[config.mk]
export PLATFORM = sky130hd
export DESIGN_NAME = if_stage
export DESIGN_NICKNAME = d
export VERILOG_FILES = /design/src/rtl/if_stage_pkg.sv /design/src/rtl/if_id_pipe_reg.sv /design/src/rtl/if_stage.sv
export SDC_FILE = /design/constraint.sdc
export NUM_CORES = 1
export LEC_CHECK = 0
export BUFFER_PORTS_ARGS = -buffer_cell sky130_fd_sc_hd__buf_2
export CORE_MARGIN = 5
export CORE_UTILIZATION = 45
export DETAILED_ROUTE_END_ITERATION = 16
export GPL_TIMING_DRIVEN = 0
export HOLD_SLACK_MARGIN = 0.08
export PLACE_DENSITY = 0.71
export SYNTH_ARGS = -nofsm -noshare
export SYNTH_HDL_FRONTEND = slang
export SYNTH_SLANG_ARGS = --single-unit
export TNS_END_PERCENT = 10
[constraint.sdc]
create_clock -name clock -period 2.2 [get_ports clock]
set_input_delay 0.44 -clock clock [delete_from_list [all_inputs] [get_ports clock]]
set_output_delay 0.44 -clock clock [all_outputs]
set_load 0.03 [all_outputs]
[src/rtl/if_stage_pkg.sv]
// Shared constants and types for the MIPS32 instruction-fetch stage.
package if_stage_pkg;

  localparam logic [31:0] NOP              = 32'h0000_0000;
  localparam logic [31:0] RESET_PC_DEFAULT = 32'h0000_0000;

  typedef enum logic [1:0] {
    IF_IDLE  = 2'd0,
    IF_FETCH = 2'd1,
    IF_HOLD  = 2'd2,
    IF_DRAIN = 2'd3
  } if_state_t;

  function automatic logic [31:0] pc_plus4(input logic [31:0] addr);
    return addr + 32'd4;
  endfunction

endpackage

[src/rtl/if_id_pipe_reg.sv]
// IF/ID pipeline register: instruction, PC+4 and valid, with load enable and
// synchronous flush-to-bubble (flush wins over load).
module if_id_pipe_reg
  import if_stage_pkg::*;
(
  input  logic        clock,
  input  logic        reset,
  input  logic        load,
  input  logic        flush,
  input  logic [31:0] next_instr,
  input  logic [31:0] next_pc4,
  output logic [31:0] instr,
  output logic [31:0] pc4,
  output logic        valid
);

  always_ff @(posedge clock or negedge reset) begin
    if (!reset) begin
      instr <= NOP;
      pc4   <= '0;
      valid <= 1'b0;
    end else if (flush) begin
      instr <= NOP;
      pc4   <= '0;
      valid <= 1'b0;
    end else if (load) begin
      instr <= next_instr;
      pc4   <= next_pc4;
      valid <= 1'b1;
    end
  end

endmodule

[src/rtl/if_stage.sv]
// Instruction-fetch stage: PC/next-PC selection, imem valid/ack handshake,
// one-entry hold buffer for stalls, and IF/ID flush on taken branches.
module if_stage
  import if_stage_pkg::*;
#(
  parameter logic [31:0] RESET_PC = RESET_PC_DEFAULT
) (
  input  logic        clock,
  input  logic        reset,
  input  logic        pc_write,
  input  logic        if_id_write,
  input  logic        branch_taken,
  input  logic [31:0] branch_target,
  output logic        imem_req,
  output logic [31:0] imem_addr,
  input  logic        imem_ack,
  input  logic [31:0] imem_rdata,
  output logic [31:0] pc,
  output logic [31:0] if_id_instr,
  output logic [31:0] if_id_pc4,
  output logic        if_id_valid
);

  if_state_t   state, state_nxt;
  logic [31:0] fetch_addr, fetch_addr_nxt;
  logic [31:0] pc_nxt;
  logic [31:0] hold_instr, hold_instr_nxt;
  logic        adv;
  logic        pipe_load, pipe_flush;
  logic [31:0] pipe_instr, pipe_pc4;

  assign adv       = pc_write & if_id_write;
  assign imem_addr = fetch_addr;

  always_comb begin
    state_nxt      = state;
    pc_nxt         = pc;
    fetch_addr_nxt = fetch_addr;
    hold_instr_nxt = hold_instr;
    pipe_load      = 1'b0;
    pipe_flush     = 1'b0;
    imem_req       = (state == IF_FETCH) || (state == IF_DRAIN);

    if (branch_taken) begin
      pipe_flush = 1'b1;
      pc_nxt     = branch_target;
      // An un-acked request must keep its address, so drain it first.
      if (imem_req && !imem_ack) begin
        state_nxt = IF_DRAIN;
      end else begin
        fetch_addr_nxt = branch_target;
        state_nxt      = IF_FETCH;
      end
    end else begin
      unique case (state)
        IF_IDLE: state_nxt = IF_FETCH;
        IF_FETCH: begin
          if (adv) begin
            if (imem_ack) begin
              pipe_load      = 1'b1;
              pc_nxt         = pc_plus4(pc);
              fetch_addr_nxt = pc_plus4(pc);
            end else begin
              pipe_flush = 1'b1;
            end
          end else if (imem_ack) begin
            hold_instr_nxt = imem_rdata;
            state_nxt      = IF_HOLD;
          end
        end
        IF_HOLD: begin
          if (adv) begin
            pipe_load      = 1'b1;
            pc_nxt         = pc_plus4(pc);
            fetch_addr_nxt = pc_plus4(pc);
            state_nxt      = IF_FETCH;
          end
        end
        IF_DRAIN: begin
          pipe_flush = if_id_write;
          if (imem_ack) begin
            fetch_addr_nxt = pc;
            state_nxt      = IF_FETCH;
          end
        end
        default: state_nxt = IF_IDLE;
      endcase
    end
  end

  assign pipe_instr = (state == IF_HOLD) ? hold_instr : imem_rdata;
  assign pipe_pc4   = (state == IF_HOLD) ? pc_plus4(pc) : pc_plus4(fetch_addr);

  always_ff @(posedge clock or negedge reset) begin
    if (!reset) begin
      state      <= IF_IDLE;
      pc         <= RESET_PC;
      fetch_addr <= RESET_PC;
      hold_instr <= '0;
    end else begin
      state      <= state_nxt;
      pc         <= pc_nxt;
      fetch_addr <= fetch_addr_nxt;
      hold_instr <= hold_instr_nxt;
    end
  end

  if_id_pipe_reg u_if_id (
    .clock      (clock),
    .reset      (reset),
    .load       (pipe_load),
    .flush      (pipe_flush),
    .next_instr (pipe_instr),
    .next_pc4   (pipe_pc4),
    .instr      (if_id_instr),
    .pc4        (if_id_pc4),
    .valid      (if_id_valid)
  );

endmodule

### Word-level counts from Yosys, hierarchy flattened

Index checks and enable logic that the tools add are counted.
W data, S select, Z words.

* add/sub/neg operators: 2
* equality and inequality tests: 9
* multiplexer cells: 33
* bitwise operators: 3
* reductions and logical operators: 11

Operators with widths (number)
* $mux W32: 13
* $pmux W32 S3: 1
* $add A32 B3 Y32 const B: 2
* $pmux W32 S2: 1
* $ne A3 B3 Y1 const B: 5
* $mux W2: 6
* $reduce_and A4 Y1: 3
* $mux W1: 9
* $pmux W2 S4: 1
* $reduce_and A6 Y1: 1
* $eq A2 B2 Y1 const B: 2
* $pmux W1 S2: 2
* $reduce_bool A4 Y1: 1
* $reduce_bool A3 Y1: 1
* $eq A2 B1 Y1 const B: 1
* $logic_not A2 Y1: 1
* $ne A2 B2 Y1 const B: 1
* $not A1 Y1: 2
* $reduce_bool A2 Y1: 1
* $and A1 B1 Y1: 1
* $logic_and A1 B1 Y1: 1
* $logic_not A1 Y1: 1
* $logic_or A1 B1 Y1: 1

* flip-flop bits (word level): 163
* bits of input ports: 70
* output and inout port bits: 130
* logic and storage cells: 65

### Longest topological paths before layout

Gate-level depths: netlist of the first run.

* depth in word-level cells: 6
* depth in mapped cells: 10
* mapped depth without buffers: 7

### Modules after synthesis

Synthesis of the first run repeated with hierarchy kept, for this count alone.

* cell total of the unflattened synthesis: 974
* area total of the unflattened synthesis: 9555.4 um^2

By module, submodules not included
* if_stage: times used 1, cells each 765, area each 6917.9 um^2, seq. area each 2452.4 um^2
* if_id_pipe_reg: times used 1, cells each 209, area each 2637.5 um^2, seq. area each 1626.6 um^2

### Worst setup path before layout of the first run

Ideal clock, no wire load.

* path kind: register to register
* start: register pc[2]
* end: register pc[22]
* setup time: 0.125 ns
* arrival: 2.350 ns
* data required time: 2.075 ns
* slack: -0.275 ns
* cell stages (with the launch flop): 8
* buffers on the path: 1
* clock period less this slack: 2.475 ns
* path through: dfrtp_1 ha_1 nand3_1 or4_1 buf_2 nor4_1 xor2_1 mux2_2

* cells in the longest elaborated chain, start to end: 5
* elaborated cells on any way between the ends: 6
* those cells by class: add/sub (1); mux (5)

RTL lines
* from (decl): line if_stage.sv:18 `output logic [31:0] pc,`
* from (signal assigned): line if_stage.sv:102 `pc <= pc_nxt;`
* $add A32 B3 Y32 *: line if_stage_pkg.sv:15 `return addr + 32'd4;`
* $mux W32: line if_stage.sv:59 `if (imem_ack) begin`
* $mux W32: line if_stage.sv:58 `if (adv) begin`
* $pmux W32 S2 *: line if_stage.sv:55 `unique case (state)`
* $mux W32 *: line if_stage.sv:44 `if (branch_taken) begin`

Mark *: on every way between the ends. The rest lies on a longest branch, timed or not. The select of a mux whose other input is x is not followed.
A chain may end at the register's enable or synchronous reset.

### Worst setup path in the final report of the first run

* start: register pc[3]
* end: register u_if_id.pc4[24]

* cells in the longest elaborated chain, start to end: 4

RTL lines
* $add A32 B3 Y32: line if_stage_pkg.sv:15
* $mux W32: line if_stage.sv:92 `assign pipe_pc4 = (state == IF_HOLD) ? pc_plus4(pc) : pc_plus4(fetch_addr);`
* $mux W32: line if_id_pipe_reg.sv:26 `end else if (load) begin`
* $mux W32: line if_id_pipe_reg.sv:22 `end else if (flush) begin`
* to (signal assigned): line if_id_pipe_reg.sv:28 `pc4 <= next_pc4;`
* to (decl): line if_id_pipe_reg.sv:13 `output logic [31:0] pc4,`

No other way between the ends. The select of a mux whose other input is x is not followed.

==> results by group, run 1 <==
STA
  • F_max: between 400 and 500 MHz
  • Max-slew violations: 0
  • Final worst slack: -0.0389 ns
  • RSZ-0062 raised after global routing: true
  • Post-layout min period: roughly 2.2 ns
  • Clk_skew: ~0.017 ns
  • Final hold vios: 0
  • Normalized max-slew margin: between 50% and 60%
  • Period utilization: 102%
  • Worst-Margin Slew: roughly 0.73 ns
  • Setup TNS: -0.0766 ns
  • Final setup vio count: 2

Status
  • Outcome: finished, violations left
  • Failing checks: setup timing

Route
  • DR vias: 8825
  • Antenna viol nets, final: 0
  • DR DRC count: 0
  • DRT iter0 DRCs: slightly below 900
  • Via-to-Cell Ratio: about 6
  • Router iterations before antenna repair: 6
  • WL per Instance: 21.3 um
  • Post-Route WL: between 30000 and 40000 um

Global route
  • First-pass GRT wire length: around 48000 um
  • Gr busiest metal: met2
  • Grt ovf: 0
  • Met1 Use GR: between 30% and 40%
  • GR Util All Layers: between 20% and 30%
  • M2 GR Usage: just over 40%
  • Largest net degree at the start of global routing: 100
  • Vias in the first global route: approximately 8400
  • Initial antenna violation count: 1
  • Met3 Usage GRT: between 5 and 6%

Final layout
  • Area Growth Syn to Fin: 29.3%
  • Leading cell types in the layout, fill and taps excluded: buf_2 (208), dfrtp_1 (140), nand2_1 (99), nor2_1 (88), xnor2_1 (55)
  • Commonest non-fill, non-tap cell in the layout: buf_2
  • Layout cells sized above 1: about a third
  • Layout fillers: 1762
  • Final nets: between 1000 and 1500
  • Multi-input logic area: 5260 sq um
  • Register area: ~4000 sq um

Synth
  • Synthesized flop and latch total: between 150 and 200
  • Syn_nets: about 1100
  • Synth Warn #: 0
  • Count of different cell masters after synthesis: a little over 60
  • Synthesized cell area: slightly above 9000 sq um
  • Mapped Cells: 980
  • Main flop type after synthesis: dfrtp_1
  • Post-synthesis sequential area ratio: a little over two fifths
  • Post-synth ARST share: between 90% and 100%
  • Post-synth EDFFs: 0
  • Syn_area_per_cell: 9.48 sq um

Power
  • PwrDens: 881 nW/um^2
  • P_leak: between 5 and 6 nW
  • Total chip power: about 0.011 W
  • IR drop worst, VDD: around 530 uV

Floorplanning
  • Core area: 20300 sq um
  • Die width: between 150 and 200 um
  • # IOs: 200
  • Initial core utilization: a little under half
  • Die area: around 24000 sq um
  • Die Y: about 150 um
  • Core Rows: 52

Worst setup path
  • Max FO, Critical Path: 9
  • Setup crit end kind: register
  • Worst EP required: around 2.6 ns
  • Crit path launch type: register
  • Setup CP Type: reg2reg
  • Critical Path AT: around 2.6 ns

Clock network
  • CTS Buffer Depth: 2
  • CTS buffer count: 17
  • Worst-skew pair later-pin latency: about 0.44 ns
  • Reg clk slew, reported paths: about 0.080 ns
  • CTS tree: yes
  • CTS Sinks: 163
  • Clk Tree Root Cell: clkbuf_16
  • CTS H-Tree Depth: 4

Job
  • Max-cap viol count: 0

Worst hold path
  • Worst hold path type: in2reg

Placement
  • Buffers on Ports: a little under 200
  • GPL Wtd Cong: 0.990
  • Post-detailed-placement half-perimeter wirelength: approximately 24000 um
sequential cells by signal, summed over array words and instances (netlist names):
name	count
hold_instr	32
u_if_id.pc4	32
state	2
imem_addr	32
pc	32
u_if_id.valid	1
u_if_id.instr	32
synth_stat cells (5+ instances only):
cell type,number,area [sq um]
o211ai_1,11,82.6
buf_1,5,18.8
ha_1,5,62.6
a211oi_1,41,308
nand3_1,29,145
or4_1,6,45.0
xor2_1,34,298
nor3_1,21,105
xnor2_1,57,499
a221o_1,5,50.1
or3_1,6,37.5
inv_1,14,52.6
nor2_1,94,353
nor4_1,29,181
and4_1,8,70.1
a31oi_1,8,50.1
nand2_1,100,375
o221ai_1,5,43.8
buf_2,19,95.1
nand4_1,28,175
a21oi_1,26,130
mux2i_1,45,450
o31ai_1,11,82.6
dfrtp_1,163,4080
clkbuf_1,46,173
nand2b_1,6,37.5
o21ai_0,53,265
mux2_2,47,529
repair_timing:
item	CTS	global route
setup endpoints to repair	159	139
resized for setup	76	74
setup buffers	3	25
cloned	0	0
hold endpoints to repair	64	0
pin swaps	3	11
hold buffers	1	0
per-layer routing:
metal / routed length [um] / up-vias / share of wire, %
met5: 0 / - / 0
met4: 1040 / 0 / 3.3
met3: 2670 / 73 / 8.4
met2: 14800 / 464 / 46
met1: 13400 / 4269 / 42
li1: - / 4019 / -
worst max-delay path, stage by stage (launching register included):
cell     delay, ns
dfrtp_2       0.46
ha_4          0.18
nand3_2       0.11
or4_4         0.49
buf_6         0.16
or4_1         0.51
a21oi_2       0.16
a221o_1       0.12
cell families (layout without fill, tap and decap cells):
group / after synthesis / after routing / share of synthesized area [%]
multiplexers: 92 / 92 / 10.5
adder cells (fa/ha/maj): 5 / 5 / 0.673
XOR/XNOR: 91 / 91 / 8.57
flip-flops: 163 / 163 / 43.9
other: 0 / 1 / 0
AO/OA/AOI/OAI: 187 / 187 / 13.3
buffers and inverters: 91 / 340 / 4.19
AND/OR/NAND/NOR: 351 / 351 / 18.8
path summary, 6_finish.rpt:
kind | start | endpoint | slack [ns] | cells past startpoint
worst max-delay path | pc[3] | u_if_id.pc4[24] | -0.04 | 7
worst min-delay path | branch_target[27] | pc[27] | 0.23 | 3
worst max register to register | pc[3] | u_if_id.pc4[24] | -0.04 | 7
worst min register to register | u_if_id.pc4[13] | u_if_id.pc4[13] | 0.48 | 2
max in group asynchronous | reset | u_if_id.pc4[8] | 0.82 | 3
min in group asynchronous | reset | pc[29] | 0.51 | 2
stage by stage:
step	instances	util, %	area, sq um	hold slack (ns)	worst slack (ns)
floorplan	980	-	9350	0.144	-0.0514
global placement	1449	52.6	10700	0.459	-2.15
detailed placement	1450	52.8	10700	0.418	-0.748
CTS	1483	57.3	11600	0.226	-0.122
global route	1500	59.2	12000	0.230	-0.131
finish	1500	59.2	12000	0.231	-0.0389
final cells by class:
cell class                      count  area share [%]
Clock buffer                       17            3.54
Timing Repair Buffer              229            10.4
Buffer                             64            3.28
Multi-Input combinational cell    726            43.8
Antenna cell                        1          0.0208
Tap cell                          270            2.81
Inverter                           15           0.468
Clock inverter                     15            1.52
Sequential cell                   163            34.2
power breakdown:
| group | switching, W | internal (W) | total [W] |
|---|---|---|---|
| combinational | 0.00214 | 0.00123 | 0.00338 |
| sequential | 0.000663 | 0.00353 | 0.00419 |
| clock | 0.00148 | 0.00154 | 0.00302 |
No activity file was read; power rests on OpenSTA's default activity.
==> inputs of run 2 (changes only) <==
- CORE_UTILIZATION: 45 -> 40
- PLACE_DENSITY: 0.71 -> unset
==> run 2 against run 1 <==
  * Count of clock-buffer cells in the layout did not move
  * Die area grew 12%
  * Worst setup slack better by 0.016 ns
  * The flow still finishes with violations (setup timing)
  * Register-to-register slack gained 0.02 ns
  * Non-clock buffer count shrank 9
  * Largest power group unchanged
  * Sequential power is essentially flat
  * Critical endpoint unchanged
  * Largest cell class unchanged
  * First-iteration DRC count decreased by 16%
  * Global-route usage is 1.9 points lower
  * Clock skew down 0.0030 ns
  * Final area is 0.44% lower
  * Via count decreased by 3.2%
==> results by group, run 2 (same netlist as run 1, synthesis figures left out) <==
Worst setup path
  • Critical path's largest stage delay: 0.50 ns (was 0.51 ns)
  • Critical Path AT: 2.60 ns (was 2.61 ns)
  • Crit path buffers/inverters: 2 (was 1)
  • Setup CP Type: reg2reg (unchanged)
  • Family with the most delay on the worst path: simple AND/OR/NAND/NOR gates (unchanged)
  • Reg-to-reg slack, setup: -0.02 ns (was -0.04 ns)
  • CP Cell Sequence: buf_4 -> nand3_1 -> or4_1 -> buf_6 -> or4_4 -> a21oi_2 -> a221o_1 (was ha_4 -> nand3_2 -> or4_4 -> buf_6 -> or4_1 -> a21oi_2 -> a221o_1)
  • CP max-delay cell: or4_1 (unchanged)
  • Setup crit end kind: register (unchanged)
  • Worst EP required: 2.58 ns (was 2.57 ns)
  • Max FO, Critical Path: 10 (was 9)
  • Crit path launch type: register (unchanged)

STA
  • Post-layout min period: 2.22 ns (was 2.24 ns)
  • Clk_skew: 0.0145 ns (was 0.0174 ns)
  • Normalized max-slew margin: 48.9% (was 51.1%)
  • Final hold vios: 0 (unchanged)
  • RSZ-0062 raised after global routing: true (unchanged)
  • Period utilization: 101% (was 102%)
  • Final setup vio count: 1 (was 2)
  • Hold_ws: 0.238 ns (was 0.231 ns)
  • Final worst slack: -0.0226 ns (was -0.0389 ns)
  • F_max: 450 MHz (was 447 MHz)
  • Setup TNS: -0.0226 ns (was -0.0766 ns)
  • Max-slew violations: 0 (unchanged)
  • Worst-Margin Slew: 0.767 ns (was 0.734 ns)

Route
  • Router iterations before antenna repair: 5 (was 6)
  • M1 WL: 14900 um (was 13400 um)
  • DRT iter0 DRCs: 745 (was 887)
  • Highest metal used: met4 (unchanged)
  • Wire length on met2: 14500 um (was 14800 um)
  • WL per Instance: 21.1 um (was 21.3 um)
  • DR vias: 8545 (was 8825)
  • Antenna viol nets, final: 0 (unchanged)
  • DR DRC count: 0 (unchanged)
  • Post-Route WL: 32300 um (was 31900 um)
  • Via-to-Cell Ratio: 5.57 (was 5.88)
  • Met3 WL post-DR: 2300 um (was 2670 um)

Placement
  • Cells after DPL: 1493 (was 1450)
  • GPL Wtd Cong: 0.977 (was 0.990)
  • Pre-CTS setup slack: -0.886 ns (was -0.748 ns)
  • Post-detailed-placement half-perimeter wirelength: 24100 um (was 23700 um)
  • Buffers on Ports: 199 (unchanged)

Final layout
  • Leading cell types in the layout, fill and taps excluded: buf_2 (211), dfrtp_1 (138), nand2_1 (98), nor2_1 (88), xnor2_1 (56) (was buf_2 (208), dfrtp_1 (140), nand2_1 (99), nor2_1 (88), xnor2_1 (55))
  • Final nets: 1282 (was 1291)
  • Area Growth Syn to Fin: 28.8% (was 29.3%)
  • Layout cells sized above 1: 34.8% (was 35.3%)
  • Commonest non-fill, non-tap cell in the layout: buf_2 (unchanged)
  • Layout fillers: 2158 (was 1762)
  • Final std cells w/o fill: 1534 (was 1500)

Global route
  • GR Util All Layers: 23.9% (was 25.8%)
  • Largest net degree at the start of global routing: 94 (was 100)
  • Vias in the first global route: 8154 (was 8438)
  • First-pass GRT wire length: 48800 um (was 48400 um)
  • Grt ovf: 0 (unchanged)
  • Initial antenna violation count: 1 (unchanged)

Power
  • PwrDens: 888 nW/um^2 (was 881 nW/um^2)
  • IR drop worst, VDD: 462 uV (was 535 uV)
  • Total chip power: 0.0106 W (about the same)
  • P_leak: 5.05 nW (was 5.12 nW)

Clock network
  • CTS Sinks: 163 (unchanged)
  • Worst-skew pair later-pin latency: 0.44 ns (about the same)
  • Clk Tree Root Cell: clkbuf_16 (unchanged)
  • CTS buffer count: 17 (unchanged)
  • CTS tree: yes (unchanged)
  • CTS H-Tree Depth: 4 (unchanged)
  • Reg clk slew, reported paths: 0.08 ns (about the same)
  • CTS Buffer Depth: 2 (unchanged)

Floorplanning
  • Die area: 26400 sq um (was 23600 sq um)
  • Initial core utilization: 40.8% (was 45.8%)
  • Die width: 162 um (was 154 um)
  • Core area: 22800 sq um (was 20300 sq um)
  • Core Rows: 55 (was 52)
  • # IOs: 200 (unchanged)
  • Die Y: 162 um (was 154 um)

Job
  • Max-cap viol count: 0 (unchanged)

Status
  • Failing checks: setup timing (unchanged)
  • Outcome: finished, violations left (unchanged)

Worst hold path
  • Worst hold path type: in2reg (unchanged)
## run 2: power by group
group / internal, W / switching (W) / leakage, nW
sequential: 0.00353 / 0.000634 / 2.03
combinational: 0.00123 / 0.00217 / 2.72
clock: 0.00155 / 0.00152 / 0.291
total: 0.00631 / 0.00432 / 5.05
## run 2: repair_timing
| action | in CTS | in global routing |
|---|---|---|
| hold buffers | 1 | 0 |
| hold endpoints to repair | 70 | 0 |
| pin swaps | 3 | 12 |
| setup endpoints to repair | 161 | 138 |
| buffers inserted | 6 | 8 |
| gates resized for setup | 85 | 68 |
## run 2: metal layers
layer  global-route usage (%)  vias to the layer above
met5                        0                        -
met4                     6.57                        0
met3                     3.77                       47
met2                     36.8                      376
met1                     35.2                     4116
li1                         -                     4006
## run 2: cell type report
| type | instances | area (sq um) | share of cell area [%] |
|---|---|---|---|
| Inverter | 15 | 56.3 | 0.470 |
| Multi-Input combinational cell | 726 | 5230 | 43.7 |
| Clock buffer | 17 | 425 | 3.55 |
| Tap cell | 313 | 392 | 3.27 |
| Timing Repair Buffer | 215 | 1150 | 9.58 |
| Antenna cell | 1 | 2.50 | 0.0209 |
| Buffer | 69 | 428 | 3.58 |
| Sequential cell | 163 | 4110 | 34.3 |
| Clock inverter | 15 | 178 | 1.48 |
## run 2: final timing paths
| path | from | end | cells after the start |
|---|---|---|---|
| worst min-delay path | branch_target[22] | pc[22] | 2 |
| worst min register to register | u_if_id.pc4[8] | u_if_id.pc4[8] | 2 |
| worst max-delay path | pc[5] | u_if_id.pc4[24] | 7 |
| worst max register to register | pc[5] | u_if_id.pc4[24] | 7 |
| min in group asynchronous | reset | pc[0] | 2 |
| max in group asynchronous | reset | state[1] | 3 |
## run 2: worst reg2reg max path: stages (launching register included)
cell	delay [ns]
dfrtp_2	0.36
buf_4	0.19
nand3_1	0.15
or4_1	0.50
buf_6	0.16
or4_4	0.50
a21oi_2	0.18
a221o_1	0.13
## run 2: through the flow
| stage | util (%) | cell area, sq um |
|---|---|---|
| global route | 52.5 | 12000 |
| finish | 52.5 | 12000 |
| CTS | 51.5 | 11700 |
| detailed placement | 47.3 | 10800 |
| floorplan | - | 9350 |
| global placement | 47.1 | 10700 |
==> inputs of run 3 (changes only) <==
- SKIP_CTS_REPAIR_TIMING: unset -> 1
==> run 3 against run 2 <==
  * The run still ends with setup timing left
  * Wire length grew 0.13%
  * Die area is the same
  * Maximum frequency grew 0.48%
  * Critical path type unchanged
  * Critical endpoint is now u_if_id.pc4[31]
==> results by group, run 3 (same netlist as run 1, synthesis figures left out) <==
Status
  • Outcome: finished, violations left (unchanged)
  • Failing checks: setup timing (unchanged)

STA
  • Clk_skew: 0.0147 ns (was 0.0145 ns)
  • Worst-Margin Slew: 0.804 ns (was 0.767 ns)
  • Normalized max-slew margin: 46.4% (was 48.9%)
  • Max-slew violations: 0 (unchanged)
  • Period utilization: 101% (about the same)
  • F_max: 452 MHz (was 450 MHz)
  • Post-layout min period: 2.21 ns (was 2.22 ns)
  • Final hold vios: 0 (unchanged)
  • RSZ-0062 raised after global routing: true (unchanged)
  • Final worst slack: -0.0120 ns (was -0.0226 ns)
  • Final setup vio count: 2 (was 1)

Global route
  • Initial antenna violation count: 1 (unchanged)
  • Largest net degree at the start of global routing: 94 (unchanged)
  • Vias in the first global route: 8043 (was 8154)
  • First-pass GRT wire length: 47900 um (was 48800 um)
  • Grt ovf: 0 (unchanged)
  • GR Util All Layers: 23.6% (was 23.9%)

Floorplanning
  • Die width: 162 um (unchanged)
  • Core Rows: 55 (unchanged)
  • Core area: 22800 sq um (unchanged)
  • Die area: 26400 sq um (unchanged)
  • # IOs: 200 (unchanged)
  • Die Y: 162 um (unchanged)
  • Initial core utilization: 40.8% (unchanged)

Final layout
  • Layout cells sized above 1: 34.5% (was 34.8%)
  • Leading cell types in the layout, fill and taps excluded: buf_2 (208), dfrtp_1 (140), nand2_1 (99), nor2_1 (89), xnor2_1 (57) (was buf_2 (211), dfrtp_1 (138), nand2_1 (98), nor2_1 (88), xnor2_1 (56))
  • Commonest non-fill, non-tap cell in the layout: buf_2 (unchanged)
  • Final std cells w/o fill: 1530 (was 1534)
  • Final core utilization: 52.4% (was 52.5%)
  • Final nets: 1278 (was 1282)
  • Area Growth Syn to Fin: 28.4% (was 28.8%)
  • Post-route cell area: 11900 sq um (was 12000 sq um)

Clock network
  • CTS buffer count: 17 (unchanged)
  • CTS tree: yes (unchanged)
  • CTS Buffer Depth: 2 (unchanged)
  • CTS Sinks: 163 (unchanged)
  • Worst-skew pair later-pin latency: 0.44 ns (about the same)
  • Reg clk slew, reported paths: 0.08 ns (about the same)
  • CTS H-Tree Depth: 4 (unchanged)
  • Clk Tree Root Cell: clkbuf_16 (unchanged)

Worst setup path
  • R2R depth: 6 (was 7)
  • Most common cell on crit path: or4_4
  • Setup CP Type: reg2reg (unchanged)
  • Critical Path AT: 2.58 ns (was 2.60 ns)
  • Reg-to-reg slack, setup: -0.01 ns (was -0.02 ns)
  • CP max-delay cell: or4_4 (was or4_1)
  • Crit path launch type: register (unchanged)
  • CP Cell Sequence: nand4_4 -> or4_4 -> buf_6 -> or4_4 -> a21oi_1 -> a221o_1 (was buf_4 -> nand3_1 -> or4_1 -> buf_6 -> or4_4 -> a21oi_2 -> a221o_1)
  • CP Depth: 6 (was 7)
  • Setup crit end kind: register (unchanged)
  • Family with the most delay on the worst path: simple AND/OR/NAND/NOR gates (unchanged)
  • Max FO, Critical Path: 7 (was 10)
  • Crit path buffers/inverters: 1 (was 2)
  • Reg2reg start: pc[21] (was pc[5])
  • FF-to-FF End: u_if_id.pc4[31] (was u_if_id.pc4[24])
  • Critical path's largest stage delay: 0.55 ns (was 0.50 ns)
  • Worst EP required: 2.57 ns (was 2.58 ns)

Route
  • Antenna viol nets, final: 0 (unchanged)
  • Wire length on met2: 14400 um (was 14500 um)
  • WL per Instance: 21.1 um (about the same)
  • Post-Route WL: 32400 um (was 32300 um)
  • DR vias: 8588 (was 8545)
  • Router iterations before antenna repair: 5 (unchanged)
  • M1 WL: 14700 um (was 14900 um)
  • Via-to-Cell Ratio: 5.61 (was 5.57)
  • DRT iter0 DRCs: 831 (was 745)
  • Highest metal used: met4 (unchanged)
  • Met3 WL post-DR: 2640 um (was 2300 um)
  • DR DRC count: 0 (unchanged)

Power
  • Internal: 0.00628 W (was 0.00631 W)
  • Clk pwr share: 28.7% (was 28.8%)
  • IR drop worst, VDD: 454 uV (was 462 uV)
  • P_sw: 0.00429 W (was 0.00432 W)
  • Share of power burned in registers: 39.7% (was 39.2%)
  • PwrDens: 886 nW/um^2 (was 888 nW/um^2)
  • P_leak: 5.02 nW (was 5.05 nW)
  • Sw Share: 40.6% (was 40.7%)
  • Gate power share: 31.6% (was 32.0%)

Placement
  • GPL Wtd Cong: 0.977 (unchanged)
  • Buffers on Ports: 199 (unchanged)
  • Post-detailed-placement half-perimeter wirelength: 24100 um (unchanged)
  • Cells after DPL: 1493 (unchanged)
  • Pre-CTS setup slack: -0.886 ns (unchanged)
  • Post-placement cell area: 10800 sq um (unchanged)

Worst hold path
  • Worst hold path type: in2reg (unchanged)
  • Hold Path Stages: 2 (unchanged)
  • Worst Hold Endpoint: pc[22] (unchanged)
  • Hold_sp: branch_target[22] (unchanged)

Job
  • Max-cap viol count: 0 (unchanged)
## run 3: changes by cell type in the layout (fill, tap and decap cells not counted), sizes merged
cell	change
buf	-6
clkbuf	+2
## run 3: final cells by class
cell class	count	area, sq um
timing repair buffer	216	1150
tap	313	392
sequential	163	4110
multi-input combinational	726	5230
clock buffer	17	425
antenna	1	2.50
inverter	15	56.3
clock inverter	15	178
buffer	64	395
fill	2164	10800
## run 3: stage by stage
step                      total power [W]  hold slack, ns  setup TNS, ns
after floorplan                   0.00614           0.144         -0.112
after global placement            0.00730           0.457        -413.39
after detailed placement          0.00735           0.453         -80.13
after CTS                          0.0104        -0.00909         -81.46
after global routing               0.0111           0.241         -0.715
final                              0.0106           0.244        -0.0237
## run 3: layer usage
metal	global-route usage, %	up-vias
met1	34.6	4138
met2	36.0	413
met3	4.18	45
met5	0	-
met4	6.34	0
li1	-	3992
## run 3: worst max-delay path by stage
stage | slack, ns | endpoint | startpoint
2_1_floorplan | -0.05 | pc[18] | state[1]
3_3_place_gp | -2.36 | pc[8] | reset
3_5_place_dp | -0.89 | imem_addr[9] | state[0]
4_1_cts | -0.90 | imem_addr[9] | state[0]
5_1_grt | -0.08 | u_if_id.pc4[31] | imem_addr[4]
6_report | -0.01 | u_if_id.pc4[31] | pc[21]
## run 3: power by group through the flow
stage / Sequential [W] / Clock [W] / Combinational (W)
detailed placement: 0.00419 / 0 / 0.00316
floorplan: 0.00458 / 0 / 0.00156
finish: 0.00420 / 0.00304 / 0.00334
global route: 0.00427 / 0.00321 / 0.00359
CTS: 0.00413 / 0.00309 / 0.00317
global placement: 0.00416 / 0 / 0.00313
